<file path="src/rtl/mm_pkg.sv">
// Shared definitions for the modular-multiplication datapath: operand width
// and the reducer's state encoding.
package mm_pkg;
  localparam int N = 256;

  typedef enum logic [1:0] {
    IDLE = 2'd0,
    RUN  = 2'd1,
    DONE = 2'd2
  } state_t;
endpackage

</file>
<file path="src/rtl/cond_sub.sv">
// One restoring-division step: subtract the modulus when the partial
// remainder has reached it. The caller guarantees t < 2*M, so r < M.
module cond_sub #(
  parameter int N = 256
) (
  input  logic [N:0]   t,
  input  logic [N-1:0] M,
  output logic [N-1:0] r
);
  assign r = (t >= {1'b0, M}) ? N'(t - {1'b0, M}) : t[N-1:0];
endmodule

</file>
<file path="src/rtl/mod_reduce.sv">
// Bit-serial reduction of a 2N-bit product modulo an N-bit modulus,
// one quotient bit per cycle, with valid/ready handshakes on both sides.
module mod_reduce #(
  parameter int N = mm_pkg::N
) (
  input  logic           clock,
  input  logic           reset,
  input  logic           in_valid,
  output logic           in_ready,
  input  logic [2*N-1:0] P,
  input  logic [N-1:0]   M,
  output logic           out_valid,
  input  logic           out_ready,
  output logic [N-1:0]   R,
  output logic           err
);
  import mm_pkg::state_t;
  import mm_pkg::IDLE;
  import mm_pkg::RUN;
  import mm_pkg::DONE;

  localparam int CW = $clog2(2 * N);
  localparam logic [CW-1:0] LAST_BIT = CW'(2 * N - 1);

  state_t         state_q, state_d;
  logic [2*N-1:0] shift_q, shift_d;
  logic [N-1:0]   mod_q, mod_d;
  logic [N-1:0]   r_q, r_d;
  logic [CW-1:0]  cnt_q, cnt_d;
  logic           err_q, err_d;

  logic [N:0]     t;
  logic [N-1:0]   sub_r;

  assign t = {r_q, shift_q[2*N-1]};

  cond_sub #(.N(N)) u_cond_sub (
    .t (t),
    .M (mod_q),
    .r (sub_r)
  );

  always_comb begin
    state_d = state_q;
    shift_d = shift_q;
    mod_d   = mod_q;
    r_d     = r_q;
    cnt_d   = cnt_q;
    err_d   = err_q;
    case (state_q)
      IDLE: begin
        if (in_valid) begin
          shift_d = P;
          mod_d   = M;
          r_d     = '0;
          cnt_d   = LAST_BIT;
          // A zero modulus has no meaningful remainder; report it at once.
          if (M == '0) begin
            err_d   = 1'b1;
            state_d = DONE;
          end else begin
            err_d   = 1'b0;
            state_d = RUN;
          end
        end
      end
      RUN: begin
        r_d     = sub_r;
        shift_d = {shift_q[2*N-2:0], 1'b0};
        cnt_d   = cnt_q - 1'b1;
        if (cnt_q == '0) begin
          state_d = DONE;
        end
      end
      DONE: begin
        if (out_ready) begin
          state_d = IDLE;
        end
      end
      default: state_d = IDLE;
    endcase
  end

  always_ff @(posedge clock) begin
    if (reset) begin
      state_q <= IDLE;
      shift_q <= '0;
      mod_q   <= '0;
      r_q     <= '0;
      cnt_q   <= '0;
      err_q   <= 1'b0;
    end else begin
      state_q <= state_d;
      shift_q <= shift_d;
      mod_q   <= mod_d;
      r_q     <= r_d;
      cnt_q   <= cnt_d;
      err_q   <= err_d;
    end
  end

  assign in_ready  = (state_q == IDLE);
  assign out_valid = (state_q == DONE);
  assign R         = r_q;
  assign err       = err_q;
endmodule

</file>
<file path="config.mk">
export PLATFORM = sky130hd
export DESIGN_NAME = mod_reduce
export DESIGN_NICKNAME = d
export VERILOG_FILES = /design/src/rtl/mm_pkg.sv /design/src/rtl/cond_sub.sv /design/src/rtl/mod_reduce.sv
export SDC_FILE = /design/constraint.sdc
export NUM_CORES = 2
export LEC_CHECK = 0
export CAP_MARGIN = 20
export CORE_AREA = 2 2 406 408
export CTS_CLUSTER_SIZE = 30
export DETAILED_ROUTE_END_ITERATION = 10
export DIE_AREA = 0 0 408 410
export GPL_TIMING_DRIVEN = 0
export PLACE_DENSITY_LB_ADDON = 0.2
export RECOVER_POWER = 50
export SYNTH_ARGS = -nofsm -noshare
export SYNTH_HDL_FRONTEND = slang
export SYNTH_SLANG_ARGS = --single-unit
</file>
<file path="constraint.sdc">
create_clock -name clock -period 8.95 [get_ports clock]
set_input_delay 1.3425 -clock clock [delete_from_list [all_inputs] [get_ports clock]]
set_output_delay 1.3425 -clock clock [all_outputs]
set_load 0.05 [all_outputs]
</file>
; Word level (Yosys, flattened, before mapping)
; Index checks and enable logic that the tools add are counted.
[totals]
register_bits = 1036
out_inout_bits = 259
elab_cells = 34
[classes]
n_addsub = 2
n_lt_le_gt_ge = 1
n_eq_ne = 5
n_mux = 13
n_reduce_logical = 7
[ops]
columns = operator, count
row1 = case mux 512 bit (2 select lines), 1
row2 = two-way mux 256 bit, 2
row3 = two-way mux 512 bit, 1
row4 = case mux 256 bit (2 select lines), 1
row5 = >= comparator 257 x 256 -> 1 bit, 1
row6 = zero test 256 bit, 1
row7 = subtractor 256 bit, 1
row8 = case mux 9 bit (2 select lines), 1
row9 = zero test 9 bit, 1
row10 = two-way mux 9 bit, 1
row11 = "subtractor 9 x 1 -> 9 bit, second input constant", 1
row12 = two-way mux 2 bit, 4
row13 = case mux 2 bit (3 select lines), 1
row14 = "!= test 2 bit, second input constant", 2
row15 = AND reduction 2 bit, 2
row16 = AND reduction 3 bit, 1
row17 = "equality test 2 x 1 -> 1 bit, second input constant", 1
row18 = "equality test 2 bit, second input constant", 1
row19 = zero test 2 bit, 1
row20 = "!= test 2 x 1 -> 1 bit, second input constant", 1
row21 = nonzero test 2 bit, 1
row22 = two-way mux 1 bit, 1

; Depth between registers and ports, before layout
[depth]
word_depth = 4
depth_mapped = 19
depth_no_buf = 17

; By module
; A second synthesis with hierarchy kept.
[hier_totals]
cells_unflattened = 8836
area_unflattened_um2 = 62661.3
[by_module_without_submodules]
columns = module, n_inst, cells_per_inst, area_each_um2, seq_area_each_um2
row1 = mod_reduce, 1, 4961, 40043.4, 20739.9
row2 = cond_sub, 1, 3875, 22617.9, 0.0

; Worst setup path after synthesis
; No wires, ideal clock.
[synth_timing]
path_kind = reg-to-reg
from = register r_q[139], in the netlist R[139]
to = register r_q[243], in the netlist R[243]
t_arrival_ns = 4.047
required_time_ns = 8.819
path_slack_ns = 4.771
path_stages_with_launch = 18
path_buffers = 3
synth_period_minus_slack_ns = 4.179
path_cell_list = dfxtp_1 -> ha_1 -> buf_2 -> a21oi_2 -> o21ai_1 -> a21oi_1 -> o21bai_1 -> a221oi_2 -> o221ai_2 -> o41a_1 -> a211o_2 -> a41oi_4 -> buf_6 -> nor2_1 -> buf_2 -> and3_1 -> mux2i_1 -> o211ai_1
[synth_via]
elab_chain_cells = 3
word_cells_on_any_way = 4
classes_between = add/sub: 1 / order compare: 1 / mux: 2
[synth_rtl]
columns = element, line
row1 = from (decl), mod_reduce.sv:28  ; logic [N-1:0] r_q, r_d;
row2 = from (signal assigned), mod_reduce.sv:96  ; r_q <= r_d;
row3 = subtractor 256 bit or >= comparator 257 x 256 -> 1 bit (tied branches), cond_sub.sv:10  ; assign r = (t >= {1'b0, M}) ? N'(t - {1'b0, M}) : t[N-1:0];
row4 = two-way mux 256 bit *, cond_sub.sv:10
row5 = case mux 256 bit (2 select lines) *, mod_reduce.sv:50  ; case (state_q)
; Mark *: on every way between the ends. The rest lies on a longest branch, timed or not.
; A chain may end at the register's enable or synchronous reset.

; Worst setup path in the final report
[layout_timing]
from = register r_q[59], in the netlist R[59]
to = register r_q[201], in the netlist R[201]
; The elaborated chain is that of the path after synthesis.

==> results.py <==
metrics = {
    "drt": {
        "detail-route-antenna-nets": 0,
        "wl_per_cell_um": 27.1,
        "drt_iter0_drc": 7565,
        "vias_per_cell": 5.88,
        "via_count": 72200,
        "first_pass_iters": 8,
        "drc": 0,
        "wirelength_um": 333000,
    },
    "timing": {
        "hold_violations": 0,
        "relSlewSlack_pct": -10.3,
        "setup_viol": 0,
        "drv_slew": 7,
        "rsz0062_at_grt": "no",
        "tns_ns": 0,
        "worst_pin_slew_ns": 1.65,
        "min_period_ns": 7.11,
        "finalCritPeriodShare_pct": 79.4,
        "finClkSkew_ns": 0.0828,
        "fmax_ghz": 0.141,
    },
    "place": {
        "place_congestion": 1.01,
        "dp_hpwl_um": 273000,
        "portBuffers": 1028,
        "postPlaceCellArea_um2": 77200,
    },
    "worst_setup_path": {
        "crit_arrival_ns": 7.73,
        "critPathMaxStageDelay_ns": 0.82,
        "critPathBufInv": 2,
        "path_class": "flip-flop to flip-flop",
        "start_kind": "flip-flop",
        "critPathCaptureType": "flip-flop",
        "required_ns": 9.57,
        "cp_cell_sequence": "ha_1 -> a21oi_1 -> o21ai_0 -> a21oi_1 -> o21ai_0 -> a221oi_2 -> o221ai_2 -> o41a_1 -> a211o_2 -> a41oi_4 -> buf_2 -> buf_2 -> nor4_1 -> a31oi_1 -> o211ai_1",
        "critical-path-top-delay-family": "compound AO/OA/AOI/OAI gates",
        "slowest_stage": "a41oi_4",
        "crit_fanout": 13,
    },
    "layout": {
        "drive_gt1_share_pct": 6.72,
        "finalInstanceArea_um2": 81300,
        "multiInputGateArea_um2": 39100,
        "regArea_um2": 20700,
        "layout_common_cells": "nor2_1, a21oi_1, dfxtp_1",
        "area_delta_synth_final_pct": 27.3,
        "nNetsFinal": 11000,
        "layout_commonest_cell": "nor2_1",
        "fill_cells": 16600,
    },
    "clock_tree": {
        "cts_buffer_depth": 3,
        "path_clk_slew_ns": 0.06,
        "cts_tree": "done",
        "cts_made_buffers": 117,
        "clk_latency_ns": 0.80,
        "cts_sinks": 1036,
        "htree_levels": 3,
        "cts_setup_buffers": 0,
        "cts_root_buf": "clkbuf_16",
        "cts_hold_buf": 0,
        "cts_resized": 0,
    },
    "logic_synthesis": {
        "synth-seq-cells": 1036,
        "syn_area_per_cell_um2": 7.26,
        "synth-async-reset-ratio_pct": 0,
        "synth_edf_count": 0,
        "seq_area_frac_synth_pct": 32.5,
        "synth_flop_cell": "dfxtp_1",
        "synth_fp_nets": 9822,
        "ys_warn_count": 0,
        "synthesis.instances": 8792,
        "syn_area_um2": 63900,
        "synthTopCellsByArea": "dfxtp_1, a21oi_1, nor2_1, nand2_1, o221a_2",
        "synth_cell_types": 95,
        "synth.top_cell.area_share_pct": 32.5,
        "yosysTopAreaCell": "dfxtp_1",
    },
    "global_route": {
        "grt_pass1_wl_um": 469000,
        "grt_pass1_vias": 67800,
        "grt_usage_pct": 37.7,
        "antenna_found_initial": 77,
        "grt_max_degree": 22,
        "grt_overflow": 0,
    },
    "power": {
        "power.total_mw": 13.8,
        "power_frac_seq_pct": 38.0,
        "clock_power_share_pct": 36.7,
        "internal_power_mw": 9.14,
        "p_sw_mw": 4.64,
        "p_leak_nw": 33.4,
        "ir_drop_mv": 0.168,
        "p_comb_share_pct": 25.3,
        "p_sw_share_pct": 33.7,
        "p_per_area_nw_per_um2": 169,
    },
    "floorplanning": {
        "core_region_area_um2": 163000,
        "die-area_um2": 167000,
        "row_count": 149,
        "initial_core_util_pct": 39.1,
        "fp.dieW_um": 408,
        "die_y_um": 410,
        "io_pins": 1031,
    },
    "outcome": {
        "violations": "capacitance limit, slew limit",
        "outcome": "finished, violations left",
    },
    "hold_path": {
        "hp-class": "flip-flop to flip-flop",
    },
    "job": {
        "maxCapViolCount": 1,
    },
}
[stage by stage]
step	hold slack (ns)	utilization [%]	worst slack (ns)	instances
2_1_floorplan	0.436	-	4.77	8792
3_3_place_gp	0.444	47.0	1.99	12000
3_5_place_dp	0.447	47.2	2.21	12000
4_1_cts	0.455	49.7	2.17	12200
5_1_grt	0.466	49.7	1.92	12300
6_report	0.454	49.7	1.84	12300
[synth_stat cells, types with 14 or more instances]
master       n
nor2_1    1226
a21oi_1   1128
dfxtp_1   1036
nand2_1   1018
o21ai_0    625
clkbuf_1   550
inv_1      356
nor2b_1    317
o221a_2    301
nor3_1     289
ha_1       257
nand4_1    187
xnor2_1    148
a21o_1     147
o21bai_1   117
a22oi_1    115
nor4_1     105
xor2_1      94
buf_2       86
mux2i_1     59
nand3_1     55
o21a_1      48
a31oi_1     38
a21boi_0    29
o22ai_1     29
or3_1       29
nand2b_1    28
a22o_1      24
buf_1       23
a211oi_1    22
or2_2       21
and4_1      20
o31ai_1     18
a221oi_1    17
o211ai_1    17
o221ai_1    17
a32oi_1     14
and3_1      14
o21ai_1     14
[power by group through the flow]
stage                     logic, mW  clock network, mW  registers [mW]
after floorplan                2.08                  0            5.27
after global placement         3.35                  0            5.30
after detailed placement       3.40                  0            5.32
after CTS                      3.42               5.10            5.23
after global routing           3.76               5.29            5.27
final                          3.49               5.06            5.23
[flip-flops by register name, summed over array words and instances (netlist names)]
name and flops:
shift_q 512, cnt_q 9, state_q 2, R 256
err 1, mod_q 256
[cells by family (layout without fill, tap and decap cells)]
logic type / after synthesis / after routing / share of synthesized area, %
flip-flops: 1036 / 1036 / 32.5
multiplexers: 60 / 60 / 0.942
AND/OR/NAND/NOR: 3355 / 3355 / 23.6
adder cells (fa/ha/maj): 258 / 258 / 5.07
buffers and inverters: 1032 / 2295 / 6.36
other: 0 / 36 / 0
XOR/XNOR: 242 / 242 / 3.32
AO/OA/AOI/OAI: 2809 / 2809 / 28.2
[worst reg2reg max path, stage by stage (launching register included)]
cell	delay, ns
dfxtp_1	0.35
ha_1	0.43
a21oi_1	0.37
o21ai_0	0.21
a21oi_1	0.23
o21ai_0	0.50
a221oi_2	0.56
o221ai_2	0.29
o41a_1	0.68
a211o_2	0.50
a41oi_4	0.83
buf_2	0.76
buf_2	0.74
nor4_1	0.17
a31oi_1	0.17
o211ai_1	0.15
[metal layers]
metal / routed length (um) / vias to the layer above / track usage [%]
li1: - / 33500 / -
met1: 140000 / 34800 / 48.8
met2: 147000 / 3193 / 59.1
met3: 29100 / 677 / 9.19
met4: 16800 / 60 / 17.1
met5: 419 / - / 0
[cell type report]
cell class / instances / share of cell area, %
Sequential cell: 1036 / 25.5
Clock buffer: 159 / 4.05
Timing Repair Buffer: 1056 / 13.0
Antenna cell: 36 / 0.111
Tap cell: 2189 / 3.37
Clock inverter: 48 / 0.839
Inverter: 356 / 1.64
Buffer: 676 / 3.36
Multi-Input combinational cell: 6724 / 48.1
[path summary, 6_finish.rpt]
path | startpoint | cells after the start | end | slack (ns)
max | R[59] | 15 | R[201] | 1.84
min | mod_q[103] | 2 | mod_q[103] | 0.45
max reg2reg | R[59] | 15 | R[201] | 1.84
min reg2reg | mod_q[103] | 2 | mod_q[103] | 0.45
Note: power is estimated with default switching activity, not from simulation.
